## config.mk

```make
export PLATFORM = sky130hd
export DESIGN_NAME = mem_access_unit
export DESIGN_NICKNAME = d
export VERILOG_FILES = /design/src/rtl/mem_access_unit_pkg.sv /design/src/rtl/mem_access_unit_load_extend.sv /design/src/rtl/mem_access_unit.sv
export SDC_FILE = /design/constraint.sdc
export NUM_CORES = 1
export LEC_CHECK = 0
export CORE_MARGIN = 4
export CORE_UTILIZATION = 44
export DETAILED_ROUTE_END_ITERATION = 10
export PLACE_DENSITY_LB_ADDON = 0.08
export SLEW_MARGIN = 30
export SYNTH_ARGS = -nofsm -noshare
export SYNTH_HDL_FRONTEND = slang
export SYNTH_HIERARCHICAL = 1
export SYNTH_SLANG_ARGS = --single-unit
```

## constraint.sdc

```tcl
create_clock -name clk -period 4.45 [get_ports clk]
set_clock_uncertainty 0.15 [all_clocks]
set_input_delay 0.89 -clock clk [delete_from_list [all_inputs] [get_ports clk]]
set_output_delay 0.89 -clock clk [all_outputs]
set_load 0.02 [all_outputs]
```

## src/rtl/mem_access_unit_pkg.sv

```systemverilog
// Shared encodings for the load/store stage: FSM states, RV32 funct3 width codes, lane helpers.
package mem_access_unit_pkg;

  typedef enum logic [1:0] {
    ST_IDLE = 2'd0,
    ST_BUS  = 2'd1,
    ST_RESP = 2'd2
  } state_e;

  typedef enum logic [1:0] {
    SZ_B = 2'd0,
    SZ_H = 2'd1,
    SZ_W = 2'd2
  } size_e;

  localparam logic [2:0] F3_B  = 3'b000;
  localparam logic [2:0] F3_H  = 3'b001;
  localparam logic [2:0] F3_BU = 3'b100;
  localparam logic [2:0] F3_HU = 3'b101;

  // Anything that is not a recognised byte/half code is a word access.
  function automatic size_e access_size(input logic is_store, input logic [2:0] funct3);
    size_e sz;
    sz = SZ_W;
    if (funct3 == F3_B || (!is_store && funct3 == F3_BU)) begin
      sz = SZ_B;
    end else if (funct3 == F3_H || (!is_store && funct3 == F3_HU)) begin
      sz = SZ_H;
    end
    return sz;
  endfunction

  function automatic logic [1:0] lane_offset(input size_e sz, input logic [1:0] lo);
    logic [1:0] off;
    case (sz)
      SZ_B:    off = lo;
      SZ_H:    off = {lo[1], 1'b0};
      default: off = 2'b00;
    endcase
    return off;
  endfunction

  function automatic logic misaligned(input size_e sz, input logic [1:0] lo);
    logic mis;
    case (sz)
      SZ_H:    mis = lo[0];
      SZ_W:    mis = |lo;
      default: mis = 1'b0;
    endcase
    return mis;
  endfunction

endpackage

```

## src/rtl/mem_access_unit_load_extend.sv

```systemverilog
// Combinational load lane select plus sign/zero extension of the returned bus word.
module mem_access_unit_load_extend
  import mem_access_unit_pkg::*;
(
  input  logic [31:0] rdata,
  input  logic [1:0]  addr_lo,
  input  logic [2:0]  funct3,
  output logic [31:0] data
);

  size_e       sz;
  logic [15:0] shifted;
  logic        sext;

  always_comb begin
    sz      = access_size(1'b0, funct3);
    shifted = 16'(rdata >> {lane_offset(sz, addr_lo), 3'b000});
    sext    = ~funct3[2];
    data    = rdata;
    case (sz)
      SZ_B:    data = {{24{sext & shifted[7]}}, shifted[7:0]};
      SZ_H:    data = {{16{sext & shifted[15]}}, shifted[15:0]};
      default: data = rdata;
    endcase
  end

endmodule

```

## src/rtl/mem_access_unit.sv

```systemverilog
// Single-outstanding load/store stage: IDLE -> BUS -> RESP, lane-steered stores, extended loads.
// Build option MEM_ACCESS_MISALIGN_TRAP_EN: misaligned accesses skip the bus and return resp_fault.
module mem_access_unit
  import mem_access_unit_pkg::*;
#(
  parameter int ADDR_WIDTH = 32,
  parameter int RD_WIDTH   = 5
) (
  input  logic                  clk,
  input  logic                  rst,
  input  logic                  req_valid,
  output logic                  req_ready,
  input  logic                  req_is_store,
  input  logic [2:0]            req_funct3,
  input  logic [ADDR_WIDTH-1:0] req_addr,
  input  logic [31:0]           req_wdata,
  input  logic [RD_WIDTH-1:0]   req_rd,
  output logic                  mem_valid,
  input  logic                  mem_ready,
  output logic                  mem_we,
  output logic [ADDR_WIDTH-1:0] mem_addr,
  output logic [3:0]            mem_wstrb,
  output logic [31:0]           mem_wdata,
  input  logic [31:0]           mem_rdata,
  output logic                  resp_valid,
  input  logic                  resp_ready,
  output logic [31:0]           resp_data,
  output logic [RD_WIDTH-1:0]   resp_rd,
  output logic                  resp_fault
);

  state_e                state_q, state_d;
  logic [ADDR_WIDTH-1:0] addr_q, addr_d;
  logic                  we_q, we_d;
  logic [3:0]            wstrb_q, wstrb_d;
  logic [31:0]           wdata_q, wdata_d;
  logic [2:0]            funct3_q, funct3_d;
  logic [1:0]            lo_q, lo_d;
  logic [31:0]           resp_data_q, resp_data_d;
  logic [RD_WIDTH-1:0]   rd_q, rd_d;
  logic                  fault_q, fault_d;

  size_e       req_sz;
  logic [1:0]  req_off;
  logic        req_trap;
  logic [3:0]  req_wstrb;
  logic [31:0] req_wdata_lane;
  logic [31:0] ext_data;

  assign req_sz  = access_size(req_is_store, req_funct3);
  assign req_off = lane_offset(req_sz, req_addr[1:0]);

`ifdef MEM_ACCESS_MISALIGN_TRAP_EN
  assign req_trap = misaligned(req_sz, req_addr[1:0]);
`else
  assign req_trap = 1'b0;
`endif

  always_comb begin
    req_wstrb      = 4'b1111;
    req_wdata_lane = req_wdata;
    case (req_sz)
      SZ_B: begin
        req_wstrb      = 4'b0001 << req_off;
        req_wdata_lane = {4{req_wdata[7:0]}};
      end
      SZ_H: begin
        req_wstrb      = 4'b0011 << req_off;
        req_wdata_lane = {2{req_wdata[15:0]}};
      end
      default: ;
    endcase
  end

  mem_access_unit_load_extend u_load_extend (
    .rdata   (mem_rdata),
    .addr_lo (lo_q),
    .funct3  (funct3_q),
    .data    (ext_data)
  );

  always_comb begin
    state_d     = state_q;
    addr_d      = addr_q;
    we_d        = we_q;
    wstrb_d     = wstrb_q;
    wdata_d     = wdata_q;
    funct3_d    = funct3_q;
    lo_d        = lo_q;
    resp_data_d = resp_data_q;
    rd_d        = rd_q;
    fault_d     = fault_q;
    case (state_q)
      ST_IDLE: begin
        if (req_valid) begin
          addr_d      = {req_addr[ADDR_WIDTH-1:2], 2'b00};
          we_d        = req_is_store & ~req_trap;
          wstrb_d     = (req_is_store && !req_trap) ? req_wstrb : 4'b0000;
          wdata_d     = req_wdata_lane;
          funct3_d    = req_funct3;
          lo_d        = req_addr[1:0];
          rd_d        = req_rd;
          fault_d     = req_trap;
          resp_data_d = 32'h0;
          // A trapped access never reaches the bus.
          state_d     = req_trap ? ST_RESP : ST_BUS;
        end
      end
      ST_BUS: begin
        if (mem_ready) begin
          resp_data_d = we_q ? 32'h0 : ext_data;
          state_d     = ST_RESP;
        end
      end
      ST_RESP: begin
        if (resp_ready) begin
          state_d = ST_IDLE;
        end
      end
      default: state_d = ST_IDLE;
    endcase
  end

  always_ff @(posedge clk or posedge rst) begin
    if (rst) begin
      state_q     <= ST_IDLE;
      addr_q      <= '0;
      we_q        <= 1'b0;
      wstrb_q     <= 4'b0000;
      wdata_q     <= 32'h0;
      funct3_q    <= 3'b000;
      lo_q        <= 2'b00;
      resp_data_q <= 32'h0;
      rd_q        <= '0;
      fault_q     <= 1'b0;
    end else begin
      state_q     <= state_d;
      addr_q      <= addr_d;
      we_q        <= we_d;
      wstrb_q     <= wstrb_d;
      wdata_q     <= wdata_d;
      funct3_q    <= funct3_d;
      lo_q        <= lo_d;
      resp_data_q <= resp_data_d;
      rd_q        <= rd_d;
      fault_q     <= fault_d;
    end
  end

  // Handshake outputs decode the state directly so an async reset withdraws mem_valid at once.
  assign req_ready  = (state_q == ST_IDLE);
  assign mem_valid  = (state_q == ST_BUS);
  assign resp_valid = (state_q == ST_RESP);
  assign mem_we     = we_q;
  assign mem_addr   = addr_q;
  assign mem_wstrb  = wstrb_q;
  assign mem_wdata  = wdata_q;
  assign resp_data  = resp_data_q;
  assign resp_rd    = rd_q;
  assign resp_fault = fault_q;

endmodule
```

Word level (Yosys, flattened, before mapping)
Index checks and enable logic that the tools add are counted.

storage, ports and cells
  register bits = 111
  bits of input ports = 110
  output and inout bits = 110
  word-level logic and storage cells = 62

operators by class
  equality and inequality tests = 13
  shifts and indexed selects = 3
  mux-type cells = 18
  bitwise logic cells = 3
  reduce and logical (&&, ||, !) cells = 16

operators with widths
  operator             count
  $pmux 32 s2          3
  $mux 32              3
  $shr 32x5->16        1
  $mux 2               7
  $eq 3x3->1 const B   4
  $pmux 2 s2           2
  $pmux 4 s2           1
  $eq 2x1->1 const B   3
  $eq 3x1->1 const B   2
  $logic_not 2->1      3
  $logic_not 3->1      2
  $pmux 2 s3           1
  $reduce_and 3->1     2
  $logic_or 1x1->1     4
  $mux 4               1
  $ne 2x1->1 const B   2
  $shl 1x2->4 const A  1
  $shl 2x2->4 const A  1
  $and 1x1->1          2
  $eq 2x2->1 const B   1
  $logic_and 1x1->1    2
  $ne 2x2->1 const B   1
  $reduce_and 2->1     1
  $reduce_bool 2->1    1
  other kinds (2)      2

Longest topological paths before layout
  depth after elaboration = 12
  depth in mapped cells = 8
  mapped depth without buffers = 6

Hierarchy
The synthesis kept the hierarchy.

by module, submodules not included
  module                       times used  cells each  area an instance (um2)  seq. area each (um2)
  mem_access_unit              1           508         4789.6                  2777.7
  mem_access_unit_load_extend  1           136         792.0                   0.0

Least setup slack after synthesis
Ideal clock, no wire load.

  path type = input to register
  start point = input port mem_rdata[15]
  end point = register resp_data_q[30], in the netlist resp_data[30]
  setup time = 130 ps
  data arrival time = 1917 ps
  data required time = 4170 ps
  path slack = 2253 ps
  cell stages on the path = 7
  path buffers = 1
  cell sequence = nand2b_1 nor3b_4 o41ai_4 buf_6 mux2i_1 nand2_1 mux2i_1

on the way
  word-level cells in the longest chain between the ends = 6
  elaborated cells on any way between the ends = 7
  classes of those cells = shift (1); mux (4); bitwise (2)

RTL lines
  element                         line                                                                  source
  start, declared                 mem_access_unit.sv:24                                                 input logic [31:0] mem_rdata,
  $shr 32x5->16 (*)               mem_access_unit_load_extend.sv:17                                     shifted = 16'(rdata >> {lane_offset(sz, addr_lo), 3'b000});
  $and 1x1->1 (on tied branches)  mem_access_unit_load_extend.sv:22, mem_access_unit_load_extend.sv:21
  $pmux 32 s2 (*)                 mem_access_unit_load_extend.sv:20                                     case (sz)
  named net ext_data[30]          mem_access_unit.sv:48                                                 logic [31:0] ext_data;
  $mux 32 (*)                     mem_access_unit.sv:111                                                resp_data_d = we_q ? 32'h0 : ext_data;
  $mux 32 (*)                     mem_access_unit.sv:110                                                if (mem_ready) begin
  $pmux 32 s2 (*)                 mem_access_unit.sv:93                                                 case (state_q)
  end signal, assigned            mem_access_unit.sv:144                                                resp_data_q <= resp_data_d;
  end, declared                   mem_access_unit.sv:39                                                 logic [31:0] resp_data_q, resp_data_d;

Mark *: on every way through the listed nets, which the timed path passes. The rest lies on a longest branch. The select of a mux whose other input is x is not followed.
A chain may end at the register's enable or synchronous reset.

Final worst setup path
  start point = register funct3_q[0]
  end point = register resp_data_q[30], in the netlist resp_data[30]

on the way
  word-level cells in the longest chain between the ends = 12
  elaborated cells on any way between the ends = 18
  classes of those cells = eq/ne (4); shift (1); mux (7); bitwise (2); reduce/logical (4)

RTL lines
  element                                               line                                                                  source
  start, declared                                       mem_access_unit.sv:37                                                 logic [2:0] funct3_q, funct3_d;
  start signal, assigned                                mem_access_unit.sv:142                                                funct3_q <= funct3_d;
  $eq 3x1->1 / $eq 3x3->1 (equally long branches)       mem_access_unit_pkg.sv:27                                             end else if (funct3 == F3_H || (!is_store && funct3 == F3_HU)) begin
  $logic_or 1x1->1                                      mem_access_unit_pkg.sv:27
  $mux 2                                                mem_access_unit_pkg.sv:27
  $mux 2 (*)                                            mem_access_unit_pkg.sv:25                                             if (funct3 == F3_B || (!is_store && funct3 == F3_BU)) begin
  $eq 2x1->1 / $logic_not 2->1 (equally long branches)  mem_access_unit_pkg.sv:35, mem_access_unit_load_extend.sv:20
  $pmux 2 s2                                            mem_access_unit_pkg.sv:35                                             case (sz)
  $shr 32x5->16                                         mem_access_unit_load_extend.sv:17
  $and 1x1->1 (on tied branches)                        mem_access_unit_load_extend.sv:22, mem_access_unit_load_extend.sv:21
  $pmux 32 s2 (*)                                       mem_access_unit_load_extend.sv:20
  named net ext_data[30]                                mem_access_unit.sv:48
  $mux 32 (*)                                           mem_access_unit.sv:111
  $mux 32 (*)                                           mem_access_unit.sv:110
  $pmux 32 s2 (*)                                       mem_access_unit.sv:93

Marks and branches as above.

==> impl_metrics.json <==
{
  "cts.repair.resized": 0,
  "drtAntennaViolNets": 0,
  "ys_seq_elements": 111,
  "wire_per_inst_um": 16.2,
  "finish.utilization_pct": 66.4,
  "regArea_um2": 2780,
  "cts_sinks": 111,
  "worst-setup-path-type": "reg2reg",
  "status": "finished clean",
  "io_buffers": 216,
  "p_leak_uw": 0.00366,
  "multi_input_area_um2": 2400,
  "yosys.area.top_type_share_pct": 49.8,
  "cts_buffers": 9,
  "yosys.area.top_type": "dfrtp_1",
  "yosys-top-cells-area": "dfrtp_1 (50%), nand2_1 (15%), mux2i_1 (7.0%)",
  "cellPowerDensity_nw_per_um2": 709,
  "cp-startpoint": "funct3_q[0]",
  "start_kind": "flip-flop",
  "avgViaCountPerCell": 5.08,
  "num_rows": 40,
  "grt_max_degree": 87,
  "rsz0062_at_grt": "no",
  "first_pass_iters": 5,
  "place_congestion": 0.972,
  "vias": 5137,
  "fp.dieW_um": 121,
  "core_um2": 12200,
  "relSlewSlack_pct": 35.9,
  "dp_cells": 995,
  "grt_pass1_wl_mm": 26.7,
  "synthDistinctLibCells": 38,
  "arrival_ns": 2.98,
  "reg2reg_from": "funct3_q[0]",
  "fin_crit_ns": 2.92,
  "tightestPinTransition_ns": 0.959,
  "netlist_area_um2": 5580,
  "clock_latency_ns": 0.35,
  "cts-hold-fix-buffers": 0,
  "drive_gt1_share_pct": 4.86,
  "cts_post_setup_buffers_inserted": 0,
  "cts_buffer_depth": 2,
  "fin_tns_setup_ns": 0,
  "fmaxAchievable_mhz": 342,
  "hold_start": "mem_addr[12]",
  "dpl.hpwl_mm": 11.8,
  "placed_area_um2": 7780,
  "ios": 220,
  "dieArea_um2": 14600,
  "areaGrowthSynthToFinish_pct": 45.2,
  "finalCritPeriodShare_pct": 65.6,
  "drc": 0,
  "final-hold-violation-count": 0,
  "htreeDepth": 3,
  "stdcell_area_um2": 8100,
  "ys_seq_area_share_pct": 49.8,
  "fill_cells": 1090,
  "hold_path.class": "reg2reg",
  "nets": 949,
  "end_kind": "flip-flop",
  "cts-root-buf": "clkbuf_16",
  "fin_cells": 1012,
  "ir_drop_mv": 0.470,
  "synth_area_per_cell_um2": 8.67,
  "clk_pin_slew_ns": 0.08,
  "drt_wl_total_mm": 16.3,
  "antenna_found_initial": 0,
  "r2r_slack_ns": 1.53,
  "die_height_um": 121,
  "cts_tree": "yes",
  "grt_pass1_vias": 5210,
  "gr-total-overflow": 0,
  "critPathMaxFanout": 16,
  "setup_violations": 0,
  "grt_usage_pct": 22.9,
  "initial_core_util_pct": 45.7,
  "drt-initial-drc-count": 360,
  "diodes": 0,
  "syn_inst": 644,
  "crit_required_ns": 4.51,
  "final_max_slew_viol_count": 0,
  "yosys_warnings": 6,
  "drv_cap": 0
}
==> area by class of cell <==
cell class                      instances  share of cell area [%]
Multi-Input combinational cell        448                    29.6
Inverter                               45                    2.15
Clock buffer                           10                    2.95
Clock inverter                          6                   0.849
Sequential cell                       111                    34.3
Tap cell                              168                    2.59
Timing Repair Buffer                  224                    27.6
==> report_power, final <==
| group | internal [uW] | leakage, uW | switching, uW |
|---|---|---|---|
| Combinational | 1390 | 0.00210 | 1700 |
| Clock | 456 | 0.000154 | 382 |
| Sequential | 1460 | 0.00140 | 359 |
==> flip-flops by register name (all words and copies together) (netlist names) <==
signal     flops
resp_data     32
mem_addr      30
lo_q           2
resp_rd        5
mem_wstrb      4
state_q        2
mem_we         1
mem_wdata     32
funct3_q       3
==> kinds of logic after synthesis <==
logic type,synth area share [%]
and+or+nand+nor,21.3
DFF,49.8
AOI/OAI and AO/OA,13.5
buffers and inverters,7.76
muxes,7.60
other,0.0672
==> cell usage in the layout, fill, tap and decap left out, types with 2 or more instances in the layout <==
cell | synthesis | routed
clkinv_2 | 0 | 2
a21boi_0 | 4 | 4
o21ai_0 | 23 | 23
clkinv_4 | 0 | 2
nor2_1 | 46 | 46
a21o_1 | 2 | 2
o31ai_1 | 14 | 14
nand2b_1 | 5 | 5
clkbuf_16 | 0 | 9
clkdlybuf4s50_1 | 0 | 216
o31ai_2 | 3 | 3
buf_4 | 7 | 7
a22oi_1 | 10 | 10
mux2_2 | 3 | 3
inv_1 | 45 | 43
a31oi_1 | 10 | 10
nor2b_1 | 12 | 12
a21oi_1 | 17 | 17
nand2_1 | 223 | 223
o211ai_1 | 4 | 4
a211oi_1 | 8 | 8
mux2i_1 | 39 | 39
conb_1 | 1 | 3
dfrtp_1 | 111 | 111
a22o_1 | 8 | 8
nor3b_4 | 1 | 2
==> stage by stage <==
step                      power, uW  setup WS, ns  hold WS (ns)
after global routing           6130          1.40         0.349
final                          5740          1.53         0.326
after CTS                      5770          1.57         0.329
after floorplan                3630         0.479         0.329
after detailed placement       4910          1.30         0.312
after global placement         4840          1.35         0.307
==> critical path: stages, from the launching register on <==
cell and delay [ns]:
dfrtp_1 0.59, nor2b_2 0.57, o21ai_2 0.21, o41ai_4 0.87, mux2i_1 0.19, nand2_1 0.11, mux2i_1 0.08
==> layer usage <==
layer / track usage (%) / share of wire [%] / up-vias
li1: - / - / 2471
met1: 28.3 / 40 / 2427
met2: 37.5 / 49 / 210
met3: 8.00 / 9.3 / 29
met4: 7.93 / 2.0 / 0
met5: 0 / 0 / -
==> worst paths after layout <==
| path | to | cells past startpoint |
|---|---|---|
| max in group asynchronous | resp_data[12] | 3 |
| min in group asynchronous | resp_data[5] | 2 |
| worst max register to register | resp_data[30] | 6 |
| worst min-delay path | mem_addr[12] | 2 |
| worst min register to register | mem_addr[12] | 2 |
| worst max-delay path | resp_data[30] | 6 |
==> synth_stat cells (all sizes together) <==
cell type / number
a21oi: 19
a22oi: 10
or3: 1
o21ai: 25
nor2b: 13
nor3b: 3
and2: 1
or3b: 1
mux2i: 39
clkbuf: 13
nand2b: 5
inv: 45
a211oi: 8
a21o: 2
nor3: 1
mux2: 3
nand2: 223
dfrtp: 111
buf: 29
o31ai: 17
o41ai: 1
a211o: 1
conb: 1
a31oi: 10
nor2: 46
a21boi: 4
a22o: 8
o211ai: 4
Power figures use the tool's default switching activity.
